<file path="config.mk">
export PLATFORM = sky130hd
export DESIGN_NAME = vdf_sq_loop_ctrl
export DESIGN_NICKNAME = d
export VERILOG_FILES = /design/src/rtl/vdf_pkg.sv /design/src/rtl/sq_loop_watchdog.sv /design/src/rtl/vdf_sq_loop_ctrl.sv
export SDC_FILE = /design/constraint.sdc
export NUM_CORES = 1
export LEC_CHECK = 0
export BUFFER_PORTS_ARGS = -buffer_cell sky130_fd_sc_hd__buf_2
export CAP_MARGIN = 30
export CORE_ASPECT_RATIO = 0.8
export CORE_MARGIN = 5
export CORE_UTILIZATION = 56
export CTS_CLUSTER_DIAMETER = 50
export CTS_CLUSTER_SIZE = 16
export DETAILED_ROUTE_END_ITERATION = 10
export PLACE_DENSITY_LB_ADDON = 0.15
export SYNTH_ARGS = -nofsm -noshare
export SYNTH_HDL_FRONTEND = slang
export SYNTH_SLANG_ARGS = --single-unit
</file>
<file path="constraint.sdc">
create_clock -name i_clk -period 6.6 [get_ports i_clk]
set_input_delay 1.98 -clock i_clk [delete_from_list [all_inputs] [get_ports i_clk]]
set_output_delay 1.98 -clock i_clk [all_outputs]
set_load 0.05 [all_outputs]
</file>
<file path="src/rtl/vdf_pkg.sv">
// Shared types and size helpers for the VDF squaring-loop controller.
// Used by vdf_sq_loop_ctrl and its optional watchdog (SQ_LOOP_TIMEOUT_EN).
package vdf_pkg;

    typedef enum logic [1:0] {
        ST_IDLE  = 2'd0,
        ST_ISSUE = 2'd1,
        ST_WAIT  = 2'd2,
        ST_DONE  = 2'd3
    } sq_state_t;

    // One extra word beyond the modulus holds the redundant-form carry.
    function automatic int unsigned calc_i_word(input int unsigned num_words);
        return num_words + 1;
    endfunction

    function automatic int unsigned calc_coef_bits(input int unsigned word_bits,
                                                   input int unsigned redun_bits);
        return word_bits + redun_bits;
    endfunction

endpackage

</file>
<file path="src/rtl/sq_loop_watchdog.sv">
// Cycle watchdog for the squarer wait phase; counts while i_run is high.
// Only instantiated when SQ_LOOP_TIMEOUT_EN is defined.
module sq_loop_watchdog #(
    parameter int unsigned TIMEOUT_CYCLES = 64
) (
    input  logic i_clk,
    input  logic i_rst_n,
    input  logic i_run,
    output logic o_expire_c
);

    localparam int unsigned CNT_BITS = $clog2(TIMEOUT_CYCLES + 1);

    logic [CNT_BITS-1:0] r_cnt;

    // Fires on the last allowed wait cycle so the controller leaves WAIT
    // exactly TIMEOUT_CYCLES cycles after entering it.
    assign o_expire_c = i_run && (r_cnt == CNT_BITS'(TIMEOUT_CYCLES - 1));

    always_ff @(posedge i_clk or negedge i_rst_n) begin
        if (!i_rst_n) begin
            r_cnt <= '0;
        end else if (!i_run) begin
            r_cnt <= '0;
        end else if (!o_expire_c) begin
            r_cnt <= r_cnt + CNT_BITS'(1);
        end
    end

endmodule

</file>
<file path="src/rtl/vdf_sq_loop_ctrl.sv">
// Sequencer that feeds a value through an external squarer T times and returns it.
// Define SQ_LOOP_TIMEOUT_EN to add a wait-phase watchdog that reports o_err.
module vdf_sq_loop_ctrl
    import vdf_pkg::*;
#(
    parameter int unsigned WORD_BITS       = 16,
    parameter int unsigned NUM_WORDS       = 4,
    parameter int unsigned REDUN_WORD_BITS = 1,
    parameter int unsigned ITER_BITS       = 32,
    parameter int unsigned TIMEOUT_CYCLES  = 64,
    localparam int unsigned I_WORD    = calc_i_word(NUM_WORDS),
    localparam int unsigned COEF_BITS = calc_coef_bits(WORD_BITS, REDUN_WORD_BITS)
) (
    input  logic                             i_clk,
    input  logic                             i_rst_n,

    input  logic                             i_val,
    input  logic [I_WORD-1:0][COEF_BITS-1:0] i_dat,
    input  logic [ITER_BITS-1:0]             i_iter,
    output logic                             o_rdy,
    input  logic                             i_abort,

    output logic                             o_mul_val,
    output logic [I_WORD-1:0][COEF_BITS-1:0] o_mul_dat,
    input  logic                             i_mul_val,
    input  logic [I_WORD-1:0][COEF_BITS-1:0] i_mul_dat,

    output logic                             o_val,
    output logic [I_WORD-1:0][COEF_BITS-1:0] o_dat,
    output logic                             o_err,
    input  logic                             i_rdy
);

    typedef logic [I_WORD-1:0][COEF_BITS-1:0] word_vec_t;

    sq_state_t            r_state;
    sq_state_t            w_state_nxt;
    word_vec_t            r_work;
    word_vec_t            w_work_nxt;
    logic [ITER_BITS-1:0] r_rem;
    logic [ITER_BITS-1:0] w_rem_nxt;
    logic [ITER_BITS-1:0] w_rem_dec;
    logic                 r_outstanding;
    logic                 w_out_nxt;
    logic                 w_err_set;
    logic                 w_timeout;

    logic                 r_rdy;
    logic                 r_mul_val;
    word_vec_t            r_mul_dat;
    logic                 r_val;
    word_vec_t            r_dat;

    assign o_rdy     = r_rdy;
    assign o_mul_val = r_mul_val;
    assign o_mul_dat = r_mul_dat;
    assign o_val     = r_val;
    assign o_dat     = r_dat;

    // Next-state, working value and iteration count.
    always_comb begin
        w_state_nxt = r_state;
        w_work_nxt  = r_work;
        w_rem_nxt   = r_rem;
        w_err_set   = 1'b0;
        w_rem_dec   = r_rem - ITER_BITS'(1);

        case (r_state)
            ST_IDLE: begin
                if (i_val && r_rdy) begin
                    w_work_nxt  = i_dat;
                    w_rem_nxt   = i_iter;
                    w_state_nxt = (i_iter == '0) ? ST_DONE : ST_ISSUE;
                end
            end
            ST_ISSUE: begin
                w_state_nxt = ST_WAIT;
            end
            ST_WAIT: begin
                if (i_mul_val) begin
                    w_work_nxt  = i_mul_dat;
                    w_rem_nxt   = w_rem_dec;
                    w_state_nxt = (w_rem_dec == '0) ? ST_DONE : ST_ISSUE;
                end else if (w_timeout) begin
                    w_state_nxt = ST_DONE;
                    w_err_set   = 1'b1;
                end
            end
            ST_DONE: begin
                if (i_rdy) begin
                    w_state_nxt = ST_IDLE;
                end
            end
            default: begin
                w_state_nxt = ST_IDLE;
            end
        endcase

        // Abort wins over everything, including a start or a result in the same cycle.
        if (i_abort) begin
            w_state_nxt = ST_IDLE;
            w_work_nxt  = r_work;
            w_rem_nxt   = r_rem;
            w_err_set   = 1'b0;
        end

        // A request issued this cycle is in flight even if an old response lands now.
        w_out_nxt = r_outstanding;
        if (i_mul_val) begin
            w_out_nxt = 1'b0;
        end
        if (r_mul_val) begin
            w_out_nxt = 1'b1;
        end
    end

    always_ff @(posedge i_clk or negedge i_rst_n) begin
        if (!i_rst_n) begin
            r_state       <= ST_IDLE;
            r_work        <= '0;
            r_rem         <= '0;
            r_outstanding <= 1'b0;
        end else begin
            r_state       <= w_state_nxt;
            r_work        <= w_work_nxt;
            r_rem         <= w_rem_nxt;
            r_outstanding <= w_out_nxt;
        end
    end

    // Outputs are registered from next-state so they line up with the state they describe.
    always_ff @(posedge i_clk or negedge i_rst_n) begin
        if (!i_rst_n) begin
            r_rdy     <= 1'b1;
            r_mul_val <= 1'b0;
            r_mul_dat <= '0;
            r_val     <= 1'b0;
            r_dat     <= '0;
        end else begin
            r_rdy     <= (w_state_nxt == ST_IDLE) && !w_out_nxt;
            r_mul_val <= (w_state_nxt == ST_ISSUE);
            r_val     <= (w_state_nxt == ST_DONE);
            if (w_state_nxt == ST_ISSUE) begin
                r_mul_dat <= w_work_nxt;
            end
            if (w_state_nxt == ST_DONE) begin
                r_dat <= w_work_nxt;
            end
        end
    end

`ifdef SQ_LOOP_TIMEOUT_EN
    logic r_err;

    sq_loop_watchdog #(
        .TIMEOUT_CYCLES (TIMEOUT_CYCLES)
    ) u_watchdog (
        .i_clk      (i_clk),
        .i_rst_n    (i_rst_n),
        .i_run      (r_state == ST_WAIT),
        .o_expire_c (w_timeout)
    );

    // Error flag lives exactly as long as the result it qualifies.
    always_ff @(posedge i_clk or negedge i_rst_n) begin
        if (!i_rst_n) begin
            r_err <= 1'b0;
        end else begin
            r_err <= (w_state_nxt == ST_DONE) &&
                     (w_err_set || ((r_state == ST_DONE) && r_err));
        end
    end

    assign o_err = r_err;
`else
    logic w_unused;

    assign w_timeout = 1'b0;
    assign o_err     = 1'b0;
    assign w_unused  = ^{w_err_set, 32'(TIMEOUT_CYCLES)};
`endif

endmodule
</file>
==> run metrics <==
outcome=complete, no violations; CP Max Fanout=slightly below 90; mapped cell area=between 0.01 and 0.015 mm²; layout net count=1645; I/O pins=~380; DIE HEIGHT=146 µm; hold_sp=o_mul_dat[12]; Pre-Repair DR Iteration Count=5; Hold Path Depth=1; CTS max path bufs=3; Critical Setup Path Class=input port to flip-flop; RePlAce Congestion=0.847; share of layout cells above drive strength 1=39.9%; CTS tree=built; largest net degree at the start of global routing=approximately 130; Routed WL=35800 µm; most frequent cell after synthesis=dfrtp_1; min-delay worst type=flip-flop to flip-flop; worst reg2reg path startpoint=r_rem[3]; Max IR drop VDD=roughly 0.00036 V; Startpoint Class=input port; Hold Path Sink=o_mul_dat[12]; reg2reg setup slack=about 2000 ps; #FFs+latches synth=between 200 and 300; GRT met3 Usage=under 10%; RSZ-0062 raised after global routing=false; Post-synth top cells=dfrtp_1, o21ai_0, nand2_1; Distinct cells, synth=61; Mapped Nets=1314; final design instance area without fill=0.0158 mm²; Final Cycle Share=70.1%; Synth area leaders=dfrtp_1, mux2_2, a22oi_1; asr flop ratio synth=100%; initial core utilization=57.1%; Slew headroom=between 30 and 40%; post-synthesis simple-gate area fraction=under 10%; Req. time, crit path=~7000 ps; fin worst setup slack=1970 ps; # setup viols final=0; worst slew pin tran=962 ps; met1 usage=36.1%; compound-cell area share of the yosys netlist=14.0%; FP Rows=between 40 and 50; via count=~10000; All-Layer GR Usage=between 20% and 30%; Power Density=523 mW/mm²; synthesized-area fraction occupied by adder cells=0.194%; gr ovfl total=0; Max Cap Viol=0; Final Hold Vio Count=0; Synth Area in XOR/XNOR=less than 1%; die area=~0.026 mm²; Yosys top cell by area=dfrtp_1; Arr. time, crit path=5030 ps; mux contribution to synthesized area=16.0%; vias in the first global route=10300; Max Slew Vio Count=0; Placement Setup Slack=1430 ps; largest family of logic cells by synthesized area=multiplexers; Mapped Cells=1104; DRT antenna net count=0; Die Wd=180 µm; initial DRC count=between 600 and 700; via-per-instance ratio=5.77; global-route wire length before repair=57100 µm; setup_tns=0 ps; H-tree Lvls=1; Placement Cell Area=around 0.015 mm²; hpwl dp=between 20000 and 25000 µm; antenna violations before repair=3; CTS root buf=clkbuf_16; Setup Fix Bufs, Post-CTS=0; clock period minus worst slack=4630 ps; Synth top area share=56.5%; drt wl/cell=a little over 20 µm; Fill cells=1713; number of synthesized flops with an enable pin=0; post-cts sizing count=0; Synth Flop Type=dfrtp_1; met2 Use GR=43.4%; Worst R2R Path Depth=8; clk_lat worst skew=520 ps; Syn Area/Cell=11.7 µm²; area grow syn2layout=22.1%; Clock Pin Slew Worst Setup and Hold Paths=70 ps; port bufs=380; cts hold-fix bufs=0; # DRC=0; fmax=216 MHz; RR Endpoint=o_dat[72]; placed cell count=1714; GR peak layer=met2; number of CTS-inserted buffers=25; Core Region=0.0226 mm²; Yosys warning count=0; CTS sink count=293; non-filler instance count after layout=~1800; register area share after synthesis=56.7%; CP endpoint kind=flip-flop; clock skew=~12 ps; Pleak=7.58 nW
[power breakdown]
part | internal (mW) | total, mW | switching (mW) | leakage (nW)
Combinational | 1.10 | 3.79 | 2.69 | 3.50
Sequential | 2.58 | 3.05 | 0.470 | 3.71
Clock | 0.761 | 1.42 | 0.660 | 0.372
[state kept, by name (all words and copies together) (netlist names)]
name / flops
o_dat: 85
o_mul_dat: 85
o_mul_val: 1
o_rdy: 1
o_val: 1
r_outstanding: 1
r_rem: 32
r_state: 2
r_work: 85
[worst max-delay path: stages]
cell,delay [ps]
buf_2,100
nor4bb_4,300
buf_4,760
and4_1,370
o21a_1,150
a31o_4,600
buf_12,320
mux2_2,360
[worst max-delay path by stage]
stage / cells past startpoint / start / end
finish: 8 / i_val / o_dat[72]
global placement: 8 / i_val / o_dat[21]
floorplan: 10 / i_val / o_mul_dat[0]
CTS: 8 / i_val / o_dat[15]
global route: 8 / r_rem[3] / o_dat[15]
detailed placement: 8 / i_val / o_dat[10]
[logic make-up after synthesis]
| logic type | count (synthesis) |
|---|---|
| simple gates | 245 |
| compound gates | 294 |
| fa+ha+maj | 2 |
| xor+xnor | 4 |
| buf+inv | 94 |
| other cells | 1 |
| flops | 293 |
| mux | 171 |
[layout by cell type (no fill, tap or decap), drive strengths merged, types with 5 or more instances in the layout]
cell type / count
nor3: 17
mux2: 170
a22oi: 91
nor4: 18
nand4: 7
nand2b: 5
inv: 10
nor2: 34
nand3: 13
nand2: 112
dfrtp: 292
clkbuf: 29
or4: 9
o21ai: 123
or2: 7
a21oi: 43
buf: 392
[stage by stage]
step	hold slack (ps)	utilization [%]	power [mW]
2_1_floorplan	451	-	5.79
3_3_place_gp	463	66.2	6.75
3_5_place_dp	469	66.4	6.87
4_1_cts	485	69.8	8.31
5_1_grt	490	69.8	8.70
6_report	481	69.8	8.26
[area by class of cell]
| type | instances | area, µm² | share of cell area, % |
|---|---|---|---|
| Multi-Input combinational cell | 717 | 5190 | 32.9 |
| Antenna cell | 2 | 5.00 | 0.0317 |
| Clock inverter | 10 | 106 | 0.674 |
| Sequential cell | 293 | 7330 | 46.5 |
| Tap cell | 306 | 383 | 2.43 |
| Timing Repair Buffer | 392 | 2080 | 13.2 |
| Clock buffer | 29 | 661 | 4.18 |
| Inverter | 6 | 22.5 | 0.143 |
[layer usage]
metal,vias up,wire length (µm),share of wire (%)
met4,2,1020,2.9
met2,380,17100,48
met1,5016,15300,43
met3,68,2400,6.7
li1,4668,-,-
met5,-,11,0.031
No activity file was read; power rests on OpenSTA's default activity.
